<file path="src/rtl/id_stage_pipe_pkg.sv">
// Shared constants and decode helpers for the ID stage.
//   OP_*      : RV32 major opcodes the decode stage cares about
//   NOP_INST  : addi x0,x0,0 -- value ID/EX holds after reset
//   use_t     : which register fields an opcode reads/writes
package id_stage_pipe_pkg;

  localparam logic [6:0] OP_LOAD   = 7'b0000011;
  localparam logic [6:0] OP_STORE  = 7'b0100011;
  localparam logic [6:0] OP_BRANCH = 7'b1100011;
  localparam logic [6:0] OP_LUI    = 7'b0110111;
  localparam logic [6:0] OP_AUIPC  = 7'b0010111;
  localparam logic [6:0] OP_JAL    = 7'b1101111;
  localparam logic [6:0] OP_R      = 7'b0110011;

  localparam logic [31:0] NOP_INST = 32'h0000_0013;

  typedef struct packed {
    logic rs1;
    logic rs2;
    logic rd;
  } use_t;

  function automatic use_t decode_use(input logic [6:0] op);
    use_t u;
    u.rs1 = !(op == OP_LUI || op == OP_AUIPC || op == OP_JAL);
    u.rs2 = (op == OP_R || op == OP_STORE || op == OP_BRANCH);
    u.rd  = !(op == OP_STORE || op == OP_BRANCH);
    return u;
  endfunction

endpackage

</file>
<file path="src/rtl/id_load_scoreboard.sv">
// In-flight load tracker. Entry 0 (the load currently in EX) is supplied by
// the ID/EX register; this block keeps entries 1..LOAD_LAT-1 and reports
// whether either source register matches any live entry.
//   clk, rst         : clock, async active-high reset
//   shift_en         : EX accepted this cycle (tail advances)
//   e0_vld, e0_rd    : entry 0 = load resident in EX and its rd
//   rs1, rs2         : use-qualified source fields of the instruction in ID
//   hit_rs1, hit_rs2 : source matches a pending non-x0 load destination
module id_load_scoreboard #(
  parameter int RA_W     = 5,
  parameter int LOAD_LAT = 1
) (
  input  logic            clk,
  input  logic            rst,
  input  logic            shift_en,
  input  logic            e0_vld,
  input  logic [RA_W-1:0] e0_rd,
  input  logic [RA_W-1:0] rs1,
  input  logic [RA_W-1:0] rs2,
  output logic            hit_rs1,
  output logic            hit_rs2
);

  logic tail_hit1, tail_hit2;

  generate
    if (LOAD_LAT > 1) begin : g_tail
      logic [LOAD_LAT-1:1]           vld_pipe;
      logic [LOAD_LAT-1:1][RA_W-1:0] rd_pipe;

      // Entry 1 takes whatever leaves EX; when EX moved a bubble in, entry 0
      // already reads invalid, so zeros shift in behind the load.
      always_ff @(posedge clk or posedge rst) begin
        if (rst) begin
          vld_pipe <= '0;
          rd_pipe  <= '0;
        end else if (shift_en) begin
          vld_pipe[1] <= e0_vld;
          rd_pipe[1]  <= e0_rd;
          for (int k = 2; k < LOAD_LAT; k++) begin
            vld_pipe[k] <= vld_pipe[k-1];
            rd_pipe[k]  <= rd_pipe[k-1];
          end
        end
      end

      always_comb begin
        tail_hit1 = 1'b0;
        tail_hit2 = 1'b0;
        for (int k = 1; k < LOAD_LAT; k++) begin
          if (vld_pipe[k] && rd_pipe[k] != '0) begin
            tail_hit1 = tail_hit1 | (rd_pipe[k] == rs1);
            tail_hit2 = tail_hit2 | (rd_pipe[k] == rs2);
          end
        end
      end
    end else begin : g_no_tail
      logic unused_tail;
      assign unused_tail = ^{clk, rst, shift_en};
      assign tail_hit1 = 1'b0;
      assign tail_hit2 = 1'b0;
    end
  endgenerate

  // x0 never creates a dependency.
  assign hit_rs1 = (e0_vld && e0_rd != '0 && e0_rd == rs1) || tail_hit1;
  assign hit_rs2 = (e0_vld && e0_rd != '0 && e0_rd == rs2) || tail_hit2;

endmodule

</file>
<file path="src/rtl/id_stage_pipe.sv">
// Decode stage: owns IF/ID and ID/EX registers with valid/ready flow control,
// load-use hazard detection over LOAD_LAT cycles, branch squash, stall count.
//   clk, rst          : clock, async active-high reset
//   if_valid/inst/pc  : instruction offered by IF
//   id_ready          : IF/ID accepts this cycle (PC write enable for IF)
//   ex_ready          : EX accepts; low freezes ID/EX and the scoreboard
//   flush             : redirect from EX, squashes IF/ID and the ID/EX input
//   ex_*              : ID/EX register contents (rs/rd zeroed when unused)
//   stall, stall_cnt  : load-use hold this cycle, saturating stall count
module id_stage_pipe
  import id_stage_pipe_pkg::*;
#(
  parameter int XLEN     = 32,
  parameter int RA_W     = 5,
  parameter int LOAD_LAT = 1,
  parameter int CNT_W    = 16
) (
  input  logic             clk,
  input  logic             rst,
  input  logic             if_valid,
  input  logic [31:0]      if_inst,
  input  logic [XLEN-1:0]  if_pc,
  output logic             id_ready,
  input  logic             ex_ready,
  input  logic             flush,
  output logic             ex_valid,
  output logic [31:0]      ex_inst,
  output logic [XLEN-1:0]  ex_pc,
  output logic [RA_W-1:0]  ex_rs1,
  output logic [RA_W-1:0]  ex_rs2,
  output logic [RA_W-1:0]  ex_rd,
  output logic             ex_is_load,
  output logic             stall,
  output logic [CNT_W-1:0] stall_cnt
);

  logic            d_valid;
  logic [31:0]     d_inst;
  logic [XLEN-1:0] d_pc;
  use_t            d_use;
  logic [RA_W-1:0] d_rs1, d_rs2, d_rd;
  logic            hit_rs1, hit_rs2, hazard, advance;

  assign d_use = decode_use(d_inst[6:0]);
  assign d_rs1 = d_use.rs1 ? RA_W'(d_inst[19:15]) : '0;
  assign d_rs2 = d_use.rs2 ? RA_W'(d_inst[24:20]) : '0;
  assign d_rd  = d_use.rd  ? RA_W'(d_inst[11:7])  : '0;

  id_load_scoreboard #(.RA_W(RA_W), .LOAD_LAT(LOAD_LAT)) u_sb (
    .clk      (clk),
    .rst      (rst),
    .shift_en (ex_ready),
    .e0_vld   (ex_valid & ex_is_load),
    .e0_rd    (ex_rd),
    .rs1      (d_rs1),
    .rs2      (d_rs2),
    .hit_rs1  (hit_rs1),
    .hit_rs2  (hit_rs2)
  );

  assign hazard   = d_valid & (hit_rs1 | hit_rs2);
  assign advance  = d_valid & ~hazard & ex_ready & ~flush;
  assign id_ready = ~d_valid | advance | flush;
  assign stall    = hazard & ~flush;

  // IF/ID: a redirect drops both the held instruction and the one on the
  // wire, since that fetch came from the wrong path.
  always_ff @(posedge clk or posedge rst) begin
    if (rst) begin
      d_valid <= 1'b0;
      d_inst  <= NOP_INST;
      d_pc    <= '0;
    end else if (flush) begin
      d_valid <= 1'b0;
    end else if (id_ready && if_valid) begin
      d_valid <= 1'b1;
      d_inst  <= if_inst;
      d_pc    <= if_pc;
    end else if (advance) begin
      d_valid <= 1'b0;
    end
  end

  // ID/EX: moves only when EX accepts; anything but a clean advance becomes
  // a bubble so the scoreboard sees the load leave EX.
  always_ff @(posedge clk or posedge rst) begin
    if (rst) begin
      ex_valid   <= 1'b0;
      ex_inst    <= NOP_INST;
      ex_pc      <= '0;
      ex_rs1     <= '0;
      ex_rs2     <= '0;
      ex_rd      <= '0;
      ex_is_load <= 1'b0;
    end else if (ex_ready) begin
      if (advance) begin
        ex_valid   <= 1'b1;
        ex_inst    <= d_inst;
        ex_pc      <= d_pc;
        ex_rs1     <= d_rs1;
        ex_rs2     <= d_rs2;
        ex_rd      <= d_rd;
        ex_is_load <= (d_inst[6:0] == OP_LOAD);
      end else begin
        ex_valid   <= 1'b0;
        ex_rd      <= '0;
        ex_is_load <= 1'b0;
      end
    end
  end

  always_ff @(posedge clk or posedge rst) begin
    if (rst)
      stall_cnt <= '0;
    else if (stall && stall_cnt != {CNT_W{1'b1}})
      stall_cnt <= stall_cnt + CNT_W'(1);
  end

endmodule

</file>
<file path="config.mk">
export PLATFORM = sky130hd
export DESIGN_NAME = id_stage_pipe
export DESIGN_NICKNAME = d
export VERILOG_FILES = /design/src/rtl/id_stage_pipe_pkg.sv /design/src/rtl/id_load_scoreboard.sv /design/src/rtl/id_stage_pipe.sv
export SDC_FILE = /design/constraint.sdc
export NUM_CORES = 1
export LEC_CHECK = 0
export ABC_CLOCK_PERIOD_IN_PS = 14400
export CAP_MARGIN = 20
export CORE_MARGIN = 2
export CORE_UTILIZATION = 25
export CTS_CLUSTER_SIZE = 10
export DETAILED_ROUTE_END_ITERATION = 10
export HOLD_SLACK_MARGIN = 0.08
export PLACE_DENSITY_LB_ADDON = 0.05
export RECOVER_POWER = 50
export SYNTH_ARGS = -nofsm -noshare
export SYNTH_HDL_FRONTEND = slang
export SYNTH_SLANG_ARGS = --single-unit
</file>
<file path="constraint.sdc">
create_clock -name clk -period 14.4 [get_ports clk]
set_input_delay 4.32 -clock clk [delete_from_list [all_inputs] [get_ports clk]]
set_output_delay 4.32 -clock clk [all_outputs]
set_load 0.02 [all_outputs]
</file>
==> results.py <==
metrics = {
    "global_route": {
        "met3_usage_pct": 4.67,
        "grt_overflow": 0,
        "busiest_layer": "met2",
        "grt_util_met2_pct": 20.0,
        "track_usage_pct": 12.5,
        "grt_use_met1_pct": 15.8,
        "antenna_found_initial": 0,
        "grt_pass1_wl_um": 26800,
        "grt_pass1_vias": 4659,
        "grt_max_degree": 103,
    },
    "pwr": {
        "p_int_uw": 990,
        "pwr-share-comb_pct": 25.2,
        "leakage_nw": 3.84,
        "ir_drop_uv": 66.7,
        "p_per_area_nw_per_um2": 156,
        "seqPwrFrac_pct": 43.1,
        "switchingPower_uw": 436,
        "swShare_pct": 30.6,
        "power_mw": 1.43,
        "p_clk_share_pct": 31.7,
    },
    "cells_and_area": {
        "diodes": 0,
        "layout-drive-gt1-share_pct": 24.6,
        "syn2layout_area_growth_pct": 39.6,
        "nets": 700,
        "fill_cells": 2542,
        "design_area_sq_um": 9140,
        "final_cells": 978,
        "final_core_util_pct": 35.3,
    },
    "synth": {
        "syn-cell-area_sq_um": 6550,
        "ys_types": 44,
        "synthCells": 459,
        "synth-main-ff-cell": "dfrtp_1",
        "mappedNetlistNets": 529,
        "synth_edf_count": 0,
        "syn_avg_cell_area_sq_um": 14.3,
        "yosysSeqAreaShare_pct": 62.0,
        "yosysWarnings": 0,
        "async_reset_ff_share_pct": 100,
        "synth.ff_latch_count": 162,
    },
    "die": {
        "fp-row-count": 59,
        "core_sq_um": 25900,
        "die-area_sq_um": 27500,
        "pin_count": 168,
        "die_w_um": 166,
        "initial_core_util_pct": 25.3,
        "die_height_um": 166,
    },
    "clock_tree": {
        "hold_buffers": 0,
        "clock_latency_ns": 0.42,
        "postCtsSetupRepairBufs": 0,
        "clk_path_buf_depth": 2,
        "cts_root_buffer": "clkbuf_16",
        "cts_resized": 0,
        "cts_buffers": 17,
        "h-tree-depth": 4,
        "cts_tree": "built",
        "cts.sinks": 162,
        "clk_pin_slew_ns": 0.07,
    },
    "setup_path": {
        "cp-start-kind": "primary input",
        "required_ns": 10.08,
        "crit_chain": "dlygate4sd3_1, o21ai_2, nand2_1, clkdlybuf4s50_1",
        "cpMaxStageDelayCell": "dlygate4sd3_1",
        "timing.critical_path.buf_inv": 2,
        "critPathCaptureType": "output pin",
        "path_class": "primary input to output pin",
        "cp_data_arrival_time_ns": 6.02,
        "critical_path.top_delay_family": "buffers and inverters",
        "crit_path_max_incr_delay_ns": 0.82,
        "crit_path_max_fanout": 10,
    },
    "route": {
        "drc": 0,
        "antenna_left": 0,
        "drtPass1Iterations": 4,
        "via_per_inst": 4.39,
        "wl_per_cell_um": 17.0,
        "drt_iter0_drc": 132,
        "drt-total-wl_um": 16600,
        "vias": 4291,
    },
    "placement": {
        "gp_congestion": 0.693,
        "placed_cell_area_sq_um": 8570,
        "dpl.hpwl_um": 11100,
        "port_buffers": 167,
        "post-place-cells": 946,
        "dp_slack_ns": 4.15,
    },
    "job": {
        "drv_cap": 2,
    },
    "timing": {
        "fin_setup_tns_ns": 0,
        "period_share_pct": 71.8,
        "hold_viol_final": 0,
        "layout_min_cycle_time_ns": 10.34,
        "hold_slack_ns": 0.482,
        "tightest_slew_ns": 4.66,
        "final_max_slew_viol_count": 143,
        "maxSlewHeadroom_pct": -212,
        "skew_ns": 0.0115,
        "rsz0062_at_grt": "no",
        "finalWorstSetupSlack_ns": 4.06,
        "finalSetupViolCount": 0,
        "fmax_ghz": 0.0967,
    },
    "run_status": {
        "violations": "capacitance limit, slew limit",
        "status": "finished, violations left",
    },
    "worst_hold_path": {
        "min_path_type": "register to register",
    },
}
-- cell families after synthesis --
kind of cell / synth area share (%)
AO/OA/AOI/OAI: 4.22
XOR/XNOR: 2.68
adder cells (fa/ha/maj): 0.191
buffers and inverters: 2.56
flip-flops: 62.0
multiplexers: 22.2
AND/OR/NAND/NOR: 6.13
-- power groups by stage --
stage                     sequential, mW  clock (mW)  combinational, mW
final                              0.615       0.452              0.360
after detailed placement           0.627           0              0.388
after global routing               0.630       0.497              0.385
after floorplan                    0.696           0              0.116
after global placement             0.623           0              0.385
after CTS                          0.620       0.474              0.390
-- registers in the layout (all words and copies together), names as in the netlist --
signal,flops
ex_rd,5
ex_valid,1
d_pc,32
ex_rs2,5
ex_rs1,5
ex_is_load,1
ex_inst,32
d_inst,32
d_valid,1
stall_cnt,16
ex_pc,32
-- placed cells by master (no fill, tap or decap), types with 12 or more instances in the layout --
master | Yosys | layout
dfrtp_1 | 156 | 156
clkbuf_16 | 0 | 17
clkdlybuf4s50_1 | 0 | 91
nand2_1 | 27 | 27
mux2_2 | 108 | 108
xnor2_1 | 16 | 16
dlygate4sd3_1 | 0 | 76
mux2_1 | 21 | 21
nand3_1 | 12 | 12
o21ai_0 | 13 | 13
-- layout make-up --
| class | instances | area (sq um) | area share, % |
|---|---|---|---|
| Clock buffer | 18 | 439 | 4.80 |
| Sequential cell | 162 | 4060 | 44.4 |
| Multi-Input combinational cell | 267 | 2330 | 25.5 |
| Inverter | 10 | 38.8 | 0.424 |
| Clock inverter | 14 | 145 | 1.59 |
| Timing Repair Buffer | 172 | 1710 | 18.7 |
| Tap cell | 335 | 419 | 4.58 |
-- worst paths after layout --
path	startpoint	to	slack [ns]	cells past startpoint
worst max-delay path	ex_ready	id_ready	4.06	4
max in group asynchronous	rst	ex_pc[19]$_DFFE_PP0P_	6.30	3
min in group asynchronous	rst	ex_pc[18]$_DFFE_PP0P_	5.76	2
worst max register to register	d_inst[0]$_DFFE_PP1P_	ex_pc[25]$_DFFE_PP0P_	9.48	9
worst min-delay path	d_pc[2]$_DFFE_PP0P_	ex_pc[2]$_DFFE_PP0P_	0.48	1
worst min register to register	d_pc[2]$_DFFE_PP0P_	ex_pc[2]$_DFFE_PP0P_	0.48	1
-- worst reg2reg max path, stage by stage, from the launching register on --
cell and delay (ns):
dfstp_2 0.54, nor4bb_2 0.29, buf_4 0.22, nand3_1 0.12, a22oi_1 0.32, a32oi_2 0.24, o211ai_4 0.19, clkbuf_1 1.60
buf_4 0.85, mux2_2 0.43
-- per-layer routing --
metal	routed length, um	share of wire [%]
met1	7340	44
met2	8010	48
met3	1110	6.7
met4	176	1.1
met5	0	0
-- Yosys cell counts, types with 6 or more instances --
master | n | area share (%)
dfstp_2 | 6 | 2.4
nor2_1 | 8 | 0.46
nand2_1 | 27 | 1.5
dfrtp_1 | 156 | 60
inv_1 | 10 | 0.57
buf_6 | 6 | 1.0
o22ai_1 | 7 | 0.67
o21ai_0 | 13 | 0.99
nand4_1 | 9 | 0.86
xnor2_1 | 16 | 2.1
mux2_2 | 108 | 19
clkbuf_1 | 6 | 0.34
buf_2 | 8 | 0.61
mux2_1 | 21 | 3.6
nand3_1 | 12 | 0.92
Power figures use the tool's default switching activity.
